### config.mk
export PLATFORM = sky130hd
export DESIGN_NAME = mdu_iter_flat
export DESIGN_NICKNAME = d
export VERILOG_FILES = /design/src/rtl/mdu_if.sv /design/src/rtl/mdu_iter.sv /design/src/flat_wrapper.sv
export SDC_FILE = /design/constraint.sdc
export NUM_CORES = 1
export LEC_CHECK = 0
export CORE_MARGIN = 2
export CORE_UTILIZATION = 45
export CTS_CLUSTER_DIAMETER = 150
export CTS_CLUSTER_SIZE = 24
export DETAILED_ROUTE_END_ITERATION = 10
export HOLD_SLACK_MARGIN = 0.1
export PLACE_DENSITY = 0.64
export SETUP_SLACK_MARGIN = 0.3
export SYNTH_ARGS = -nofsm -noshare
export SYNTH_HDL_FRONTEND = slang
export SYNTH_SLANG_ARGS = --single-unit
### constraint.sdc
create_clock -name clk -period 9.9 [get_ports clk]
set_input_delay 1.98 -clock clk [delete_from_list [all_inputs] [get_ports clk]]
set_output_delay 1.98 -clock clk [all_outputs]
set_load 0.03 [all_outputs]
### src/rtl/mdu_if.sv
// Request/response bundle between the EXE stage and the iterative multiply/divide unit.
interface mdu_if #(
  parameter int WIDTH = 32
);
  logic                 start;
  logic [2:0]           op;
  logic [WIDTH-1:0]     src0;
  logic [WIDTH-1:0]     src1;
  logic [2*WIDTH-1:0]   hilo_i;
  logic                 flush;
  logic                 busy;
  logic                 done;
  logic [2*WIDTH-1:0]   result;
  logic                 div_zero;

  modport master (
    output start, op, src0, src1, hilo_i, flush,
    input  busy, done, result, div_zero
  );

  modport slave (
    input  start, op, src0, src1, hilo_i, flush,
    output busy, done, result, div_zero
  );
endinterface

### src/rtl/mdu_iter.sv
// Iterative radix-2 multiply/divide unit: MULT/MULTU/MADD/MADDU/MSUB/MSUBU/DIV/DIVU.
// Works on operand magnitudes for WIDTH cycles, then applies sign/accumulate fixups in one cycle.
module mdu_iter #(
  parameter int WIDTH = 32,
  parameter int CNT_W = 6
) (
  input logic clk,
  input logic rst,
  mdu_if.slave bus
);
  localparam logic [1:0] ST_IDLE = 2'd0;
  localparam logic [1:0] ST_CALC = 2'd1;
  localparam logic [1:0] ST_FIX  = 2'd2;
  localparam logic [1:0] ST_DONE = 2'd3;

  logic [1:0]           state_reg, state_next;
  logic [CNT_W-1:0]     cnt_reg;
  logic [2:0]           op_reg;
  logic [WIDTH-1:0]     mag0_reg, mag1_reg;
  logic                 sign0_reg, sign1_reg;
  logic [2*WIDTH-1:0]   hilo_reg, work_reg, result_reg;
  logic                 div_zero_reg;

  // Operand capture: magnitudes only for signed ops (even op codes).
  logic                 in_signed, in_neg0, in_neg1, in_div;
  logic [WIDTH-1:0]     in_mag0, in_mag1;

  always_comb begin
    in_signed = ~bus.op[0];
    in_div    = bus.op[2] & bus.op[1];
    in_neg0   = in_signed & bus.src0[WIDTH-1];
    in_neg1   = in_signed & bus.src1[WIDTH-1];
    in_mag0   = in_neg0 ? (~bus.src0 + 1'b1) : bus.src0;
    in_mag1   = in_neg1 ? (~bus.src1 + 1'b1) : bus.src1;
  end

  logic is_div, is_madd, is_msub, signs_differ;
  assign is_div       = op_reg[2] & op_reg[1];
  assign is_madd      = (op_reg[2:1] == 2'b01);
  assign is_msub      = (op_reg[2:1] == 2'b10);
  assign signs_differ = sign0_reg ^ sign1_reg;

  // Multiply step: hi += multiplicand when multiplier LSB set, then shift the pair right.
  logic [WIDTH:0]       mul_sum;
  logic [2*WIDTH-1:0]   mul_next;
  // Divide step: shift {rem,quot} left, subtract divisor if it fits.
  logic [WIDTH:0]       rem_sh, rem_diff;
  logic                 div_ge;
  logic [2*WIDTH-1:0]   div_next;

  always_comb begin
    mul_sum  = {1'b0, work_reg[2*WIDTH-1:WIDTH]} + (work_reg[0] ? {1'b0, mag0_reg} : '0);
    mul_next = {mul_sum, work_reg[WIDTH-1:1]};
    rem_sh   = {work_reg[2*WIDTH-1:WIDTH], work_reg[WIDTH-1]};
    div_ge   = (rem_sh >= {1'b0, mag1_reg});
    rem_diff = rem_sh - {1'b0, mag1_reg};
    div_next = {(div_ge ? rem_diff[WIDTH-1:0] : rem_sh[WIDTH-1:0]), work_reg[WIDTH-2:0], div_ge};
  end

  // Final sign correction, accumulate, and divide-by-zero override.
  logic [2*WIDTH-1:0]   prod_s, mul_result, div_result, fix_result;
  logic [WIDTH-1:0]     quot_fix, rem_fix, src0_raw;
  logic                 div_by_zero;

  always_comb begin
    prod_s      = signs_differ ? (~work_reg + 1'b1) : work_reg;
    mul_result  = prod_s;
    if (is_madd) mul_result = hilo_reg + prod_s;
    if (is_msub) mul_result = hilo_reg - prod_s;
    quot_fix    = signs_differ ? (~work_reg[WIDTH-1:0] + 1'b1) : work_reg[WIDTH-1:0];
    rem_fix     = sign0_reg ? (~work_reg[2*WIDTH-1:WIDTH] + 1'b1) : work_reg[2*WIDTH-1:WIDTH];
    src0_raw    = sign0_reg ? (~mag0_reg + 1'b1) : mag0_reg;
    div_by_zero = (mag1_reg == '0);
    div_result  = div_by_zero ? {src0_raw, {WIDTH{1'b1}}} : {rem_fix, quot_fix};
    fix_result  = is_div ? div_result : mul_result;
  end

  always_comb begin
    state_next = state_reg;
    if (bus.flush) begin
      state_next = ST_IDLE;
    end else begin
      case (state_reg)
        ST_IDLE: if (bus.start) state_next = ST_CALC;
        ST_CALC: if (cnt_reg == CNT_W'(WIDTH-1)) state_next = ST_FIX;
        ST_FIX:  state_next = ST_DONE;
        default: state_next = ST_IDLE;
      endcase
    end
  end

  always_ff @(posedge clk) begin
    if (rst) begin
      state_reg    <= ST_IDLE;
      cnt_reg      <= '0;
      op_reg       <= '0;
      mag0_reg     <= '0;
      mag1_reg     <= '0;
      sign0_reg    <= 1'b0;
      sign1_reg    <= 1'b0;
      hilo_reg     <= '0;
      work_reg     <= '0;
      result_reg   <= '0;
      div_zero_reg <= 1'b0;
    end else begin
      state_reg <= state_next;
      case (state_reg)
        ST_IDLE: begin
          if (bus.start && !bus.flush) begin
            op_reg    <= bus.op;
            mag0_reg  <= in_mag0;
            mag1_reg  <= in_mag1;
            sign0_reg <= in_neg0;
            sign1_reg <= in_neg1;
            hilo_reg  <= bus.hilo_i;
            cnt_reg   <= '0;
            work_reg  <= in_div ? {{WIDTH{1'b0}}, in_mag0} : {{WIDTH{1'b0}}, in_mag1};
          end
        end
        ST_CALC: begin
          cnt_reg  <= cnt_reg + CNT_W'(1);
          work_reg <= is_div ? div_next : mul_next;
        end
        ST_FIX: begin
          // A flushed op must leave the previous result visible.
          if (!bus.flush) begin
            result_reg   <= fix_result;
            div_zero_reg <= is_div & div_by_zero;
          end
        end
        default: ;
      endcase
    end
  end

  assign bus.busy     = (state_reg != ST_IDLE);
  assign bus.done     = (state_reg == ST_DONE);
  assign bus.result   = result_reg;
  assign bus.div_zero = div_zero_reg;
endmodule

### src/flat_wrapper.sv
// flat-port wrapper written by rule: the top's interface ports become plain ports
module mdu_iter_flat 
#(
  parameter int WIDTH = 32,
  parameter int CNT_W = 6
)
  (clk, rst, bus_start, bus_op, bus_src0, bus_src1, bus_hilo_i, bus_flush, bus_busy, bus_done, bus_result, bus_div_zero);
  mdu_if #(.WIDTH(WIDTH)) bus_i ();
  input logic clk;
  input logic rst;
  input wire logic [$bits(bus_i.start)-1:0] bus_start;
  input wire logic [$bits(bus_i.op)-1:0] bus_op;
  input wire logic [$bits(bus_i.src0)-1:0] bus_src0;
  input wire logic [$bits(bus_i.src1)-1:0] bus_src1;
  input wire logic [$bits(bus_i.hilo_i)-1:0] bus_hilo_i;
  input wire logic [$bits(bus_i.flush)-1:0] bus_flush;
  output wire logic [$bits(bus_i.busy)-1:0] bus_busy;
  output wire logic [$bits(bus_i.done)-1:0] bus_done;
  output wire logic [$bits(bus_i.result)-1:0] bus_result;
  output wire logic [$bits(bus_i.div_zero)-1:0] bus_div_zero;
  assign bus_i.start = bus_start;
  assign bus_i.op = bus_op;
  assign bus_i.src0 = bus_src0;
  assign bus_i.src1 = bus_src1;
  assign bus_i.hilo_i = bus_hilo_i;
  assign bus_i.flush = bus_flush;
  assign bus_busy = bus_i.busy;
  assign bus_done = bus_i.done;
  assign bus_result = bus_i.result;
  assign bus_div_zero = bus_i.div_zero;
  mdu_iter #(.WIDTH(WIDTH), .CNT_W(CNT_W)) u_core (.clk(clk), .rst(rst), .bus(bus_i));
endmodule
# == Yosys cells after proc, flatten, opt, wreduce, memory -nomap -nowiden ==
# Index checks and enable logic that the tools add are counted.
# totals
regBits,270
inputBits,135
output_inout_bits,67
word_cells,78
# classes
addsub,11
order_cmp,1
eq_ne,9
n_mux,21
bitwise_logic,14
reduce_logical,11
# ops
operator,count
$mux 64,7
$mux 32,8
$add 32x1->32 const B,5
$not 32->32,5
$pmux 64 s2,1
$add 64x1->64 const B,1
$add 64x64->64,1
$not 64->64,1
$sub 64x64->64,1
$add 32x32->33,1
$ge 33x32->1,1
$logic_not 32->1,1
$sub 32x32->32,1
$pmux 6 s2,1
$reduce_and 2->1,4
$add 6x1->6 const B,1
$eq 2x2->1 const B,3
$eq 6x5->1 const B,1
$mux 6,1
$pmux 2 s3,1
$and 1x1->1,5
$eq 2x1->1 const B,2
$mux 2,2
$ne 2x1->1 const B,2
other kinds (8),10

# == Longest topological paths before layout ==
# depth
depth_word,7
mapped_depth,24
ltp_nobuf,23

# == Least setup slack after synthesis ==
# OpenSTA, ideal clock, no wires.
# synth_path
path_type,register -> register
from,register u_core.work_reg[0]
to,"register u_core.result_reg[32], in the netlist u_core.bus.result[32]"
setup_time_ns,0.132
arrival_ns,4.974
required_ns,9.768
path_slack_ns,4.794
path_stages_with_launch,21
n_path_buf,0
period_less_slack_ns,5.106
cell_sequence,dfxtp_1 -> inv_1 -> ha_1 -> nor3b_2 -> nand3_1 -> nor2_1 -> a21oi_1 -> xor2_1 -> ha_1 -> or4_1 -> or4_1 -> or2_1 -> a311oi_1 -> o311ai_1 -> and2_1 -> o41ai_2 -> a21boi_1 -> xnor2_1 -> mux4_2 -> nand2_1 -> a21oi_1
# synth_via
elab_chain_len,7
word_cells_on_any_way,8
classes_between,3 x add/sub; 4 x mux; 1 x bitwise
# synth_lines
item,line_no,rtl
from (decl),mdu_iter.sv:21,"logic [2*WIDTH-1:0] hilo_reg, work_reg, result_reg;"
from (signal assigned),mdu_iter.sv:117,"work_reg <= in_div ? {{WIDTH{1'b0}}, in_mag0} : {{WIDTH{1'b0}}, in_mag1};"
from (signal assigned),mdu_iter.sv:122,work_reg <= is_div ? div_next : mul_next;
$not 64->64,mdu_iter.sv:66,prod_s = signs_differ ? (~work_reg + 1'b1) : work_reg;
$add 64x1->64,mdu_iter.sv:66,
$mux 64 *,mdu_iter.sv:66,
$add 64x64->64,mdu_iter.sv:68,if (is_madd) mul_result = hilo_reg + prod_s;
$mux 64,mdu_iter.sv:68,
$mux 64 *,mdu_iter.sv:69,if (is_msub) mul_result = hilo_reg - prod_s;
$mux 64 *,mdu_iter.sv:75,fix_result = is_div ? div_result : mul_result;
to (signal assigned),mdu_iter.sv:127,result_reg <= fix_result;
to (decl),mdu_iter.sv:21,
# Every way passes the cells marked *; elsewhere a longest branch is shown, timed or not.
# A chain may end at the register's enable or synchronous reset.

# == Final worst setup path ==
# Same ends and word-level chain as after synthesis.

==> metrics.txt <==
total congestion overflow=0; Max Clk Rate=0.1541 GHz; htree depth=1; Synth-to-Final Area Change=9.636%; ant diodes=0; Worst Setup EP=u_core.bus.result[32]$_SDFFE_PP0P_; Initial Util=45.72%; critical path's slowest cell=or4_1; nets=roughly 4,400; Post-synth EDFFs=0; Num CTS Buffers=15; Clk Latency, worst-skew pair=around 0.56 ns; Seq/Total Area, Yosys=between 10% and 20%; outcome=complete, no violations; Worst Setup SP=u_core.work_reg[0]$_SDFFE_PP0P_; setup bufs post-CTS=0; CTS tree=built; Avg Cell Area, Syn=between 6 and 7 um2; Final Hold Viols=0; GRT Util Overall=approximately a third; Starting DRT DRC Count=between 3,000 and 4,000; input/output buffers=around 200; Yosys warning count=0; Top FF cell, synth=dfxtp_1; Crit path largest cell delay=0.59 ns; post-cts sizing count=0; Worst Path Arrival=about 6.9 ns; element type at the critical path start=flop; total of max-cap violations=0; WP buf/inv=1; IO Count=around 200; type of the worst min-delay path=flop to flop; die area=around 65,000 um2; Finished Cell Area=~31,000 um2; ys async rst share=0%; clock buffer depth=3; height of the die=between 200 and 300 um; DRC=0; CTS sink count=~270; R2R Setup Slk=3.41 ns; # fillers=around 6,500; Placed Instance Area=roughly 30,000 um2; hold_buf cts=0; Final Setup Violations=0; Vias/cell=6.267; first-pass GRT wire length=~170,000 um; CP Max Fanout=14; kind of critical path=flop to flop; peak supply drop=between 0.00009 and 0.0001 V; Crit path max-delay family=simple AND/OR/NAND/NOR gates; Rel. slew slack=between 20% and 30%; vias in the first global route=27,260; mapped cell area=28,320 um2; post-synthesis register bit count=around 270; Core Area=61,940 um2; Distinct cells, synth=around 110; PD cells=~110 nW/um2; ANT nets after route=0; wire length per cell=22.81 um; Die W=254.9 um; Final WS setup=~3.4 ns; R2R depth=20; Post-Synthesis Cells=a little over 4,000; largest net degree at the start of global routing=approximately 190; final HPWL from detailed placement=85,640 um; clk root buf=clkbuf_16; Post-Syn Nets=about 4,400; via count=30,640; Slew Viols, Final=0; routed wire length=111,500 um; fraction of layout cells with a size suffix above 1=3.455%; clk_skew=0.02541 ns; Core Util, Final=between 50 and 60%; worst reg2reg path startpoint=u_core.work_reg[0]$_SDFFE_PP0P_; CP cell instances=inv_1 > ha_1 > nor3b_2 > nand3_1 > nor2_1 > a21oi_1 > xor2_1 > ha_1 > or4_1 > or4_1 > or2_1 > a311oi_1 > o311ai_1 > and2_1 > o41ai_2 > a21boi_1 > xnor2_1 > mux4_2 > nand2_1 > a21oi_1; drt first pass iters=6; min cycle time layout=6.490 ns; post-route clock period utilization=roughly two thirds; row count=91; unrepaired setup endpoints after global routing=false; Worst-Margin Slew=between 1 and 1.5 ns; Final Wtd Congestion=about 1; Critical Path RT=about 10 ns; LEAKAGE=between 10 and 15 nW; initial antenna violation count=0; Place WS=3.575 ns; WP depth=20; RR Endpoint=u_core.bus.result[32]$_SDFFE_PP0P_; TNS Setup=0 ns; CP endpoint kind=flop; Reg clk slew, reported paths=~0.11 ns
## report_power, final
group          internal (mW)  leakage (nW)  switching, mW
combinational          0.544          9.58          0.938
sequential              1.13          2.19         0.0992
clock                  0.309         0.214          0.428
total                   1.98          12.0           1.47
## stage by stage
step | instances | hold slack, ns | total power [mW]
after floorplan | 4090 | 0.4481 | 2.253
after global placement | 4869 | 0.4417 | 2.692
after detailed placement | 4869 | 0.4514 | 2.691
after CTS | 4889 | 0.4650 | 3.427
after global routing | 4889 | 0.4870 | 3.622
final | 4889 | 0.4601 | 3.448
## worst min path at each step
stage          cells past startpoint  slack (ns)                            endpoint                                from
3_5_place_dp                       2        0.45  u_core.bus.result[31]$_SDFFE_PP0P_  u_core.bus.result[31]$_SDFFE_PP0P_
6_report                           2        0.46  u_core.bus.result[42]$_SDFFE_PP0P_  u_core.bus.result[42]$_SDFFE_PP0P_
2_1_floorplan                      2        0.45    u_core.hilo_reg[63]$_SDFFE_PP0P_    u_core.hilo_reg[63]$_SDFFE_PP0P_
4_1_cts                            2        0.46  u_core.bus.result[31]$_SDFFE_PP0P_  u_core.bus.result[31]$_SDFFE_PP0P_
3_3_place_gp                       2        0.44  u_core.bus.result[31]$_SDFFE_PP0P_  u_core.bus.result[31]$_SDFFE_PP0P_
5_1_grt                            2        0.49   u_core.bus.result[0]$_SDFFE_PP0P_   u_core.bus.result[0]$_SDFFE_PP0P_
## cell families after synthesis
logic type               after synthesis  synth area share [%]
AO/OA/AOI/OAI                       1296                 29.95
AND/OR/NAND/NOR                     1503                 24.70
flip-flops                           269                 19.02
buffers and inverters                489                 6.654
adder cells (fa/ha/maj)              201                 8.986
multiplexers                          43                 1.750
XOR/XNOR                             289                 8.938
## synth_stat cells, drive strengths merged (45+ instances only)
| library cell | n | share of area, % |
|---|---|---|
| a21oi | 418 | 7.4 |
| o31ai | 53 | 1.4 |
| dfxtp | 269 | 19 |
| o21ai | 236 | 4.2 |
| nor3 | 118 | 2.2 |
| nand3 | 109 | 1.9 |
| xnor2 | 183 | 5.7 |
| buf | 47 | 0.79 |
| o21bai | 45 | 1.2 |
| a21o | 76 | 2.0 |
| inv | 188 | 2.5 |
| nor4 | 62 | 1.6 |
| nand2 | 507 | 6.7 |
| clkbuf | 251 | 3.3 |
| xor2 | 106 | 3.3 |
| a211oi | 132 | 3.6 |
| ha | 197 | 8.7 |
| nor2 | 434 | 5.8 |
## cell usage in the layout (no fill, tap or decap), drive strengths merged, types with 35 or more instances in the layout
| cell type | synthesis | final |
|---|---|---|
| xor2 | 106 | 106 |
| a21o | 76 | 76 |
| a311oi | 35 | 35 |
| clkdlybuf4s50 | 0 | 200 |
| nor2 | 434 | 434 |
| nand2 | 507 | 507 |
| inv | 188 | 191 |
| nand2b | 39 | 39 |
| or3 | 39 | 39 |
| dfxtp | 269 | 269 |
| and2 | 38 | 38 |
| xnor2 | 183 | 183 |
| a211oi | 132 | 132 |
| a31oi | 38 | 38 |
| ha | 197 | 197 |
| nand3 | 109 | 109 |
| nor3 | 118 | 118 |
| o31ai | 53 | 53 |
| buf | 47 | 39 |
| a21oi | 418 | 418 |
| nand4 | 40 | 40 |
| o21bai | 45 | 45 |
| o21ai | 236 | 236 |
| mux2i | 36 | 36 |
| nor4 | 62 | 62 |
## worst register-to-register path, cell delays in order, from the launching register on
cell      delay (ns)
dfxtp_1         0.33
inv_1           0.18
ha_1            0.20
nor3b_2         0.41
nand3_1         0.37
nor2_1          0.33
a21oi_1         0.13
xor2_1          0.44
ha_1            0.50
or4_1           0.60
or4_1           0.54
or2_1           0.28
a311oi_1        0.40
o311ai_1        0.18
and2_1          0.19
o41ai_2         0.40
a21boi_1        0.16
xnor2_1         0.16
mux4_2          0.45
nand2_1         0.08
a21oi_1         0.06
## layer usage
layer  wire [um]  global-route usage, %  share of wire, %
met5           0                      0                 0
met2       46830                  49.79                42
met4        3947                  10.11               3.5
met3       10810                  5.217               9.7
met1       49940                  48.15                45
## area by class of cell
cell class              count  area, um2  share of cell area (%)
repair buffers            240       2321                   7.475
clock inverters             4      56.30                  0.1813
flip-flops and latches    269       5394                   17.37
multi-input cells        3332      21130                   68.07
clock buffers              16      379.1                   1.221
well taps                 837       1047                   3.373
inverters                 191      716.9                   2.309
Note: power is estimated with default switching activity, not from simulation.
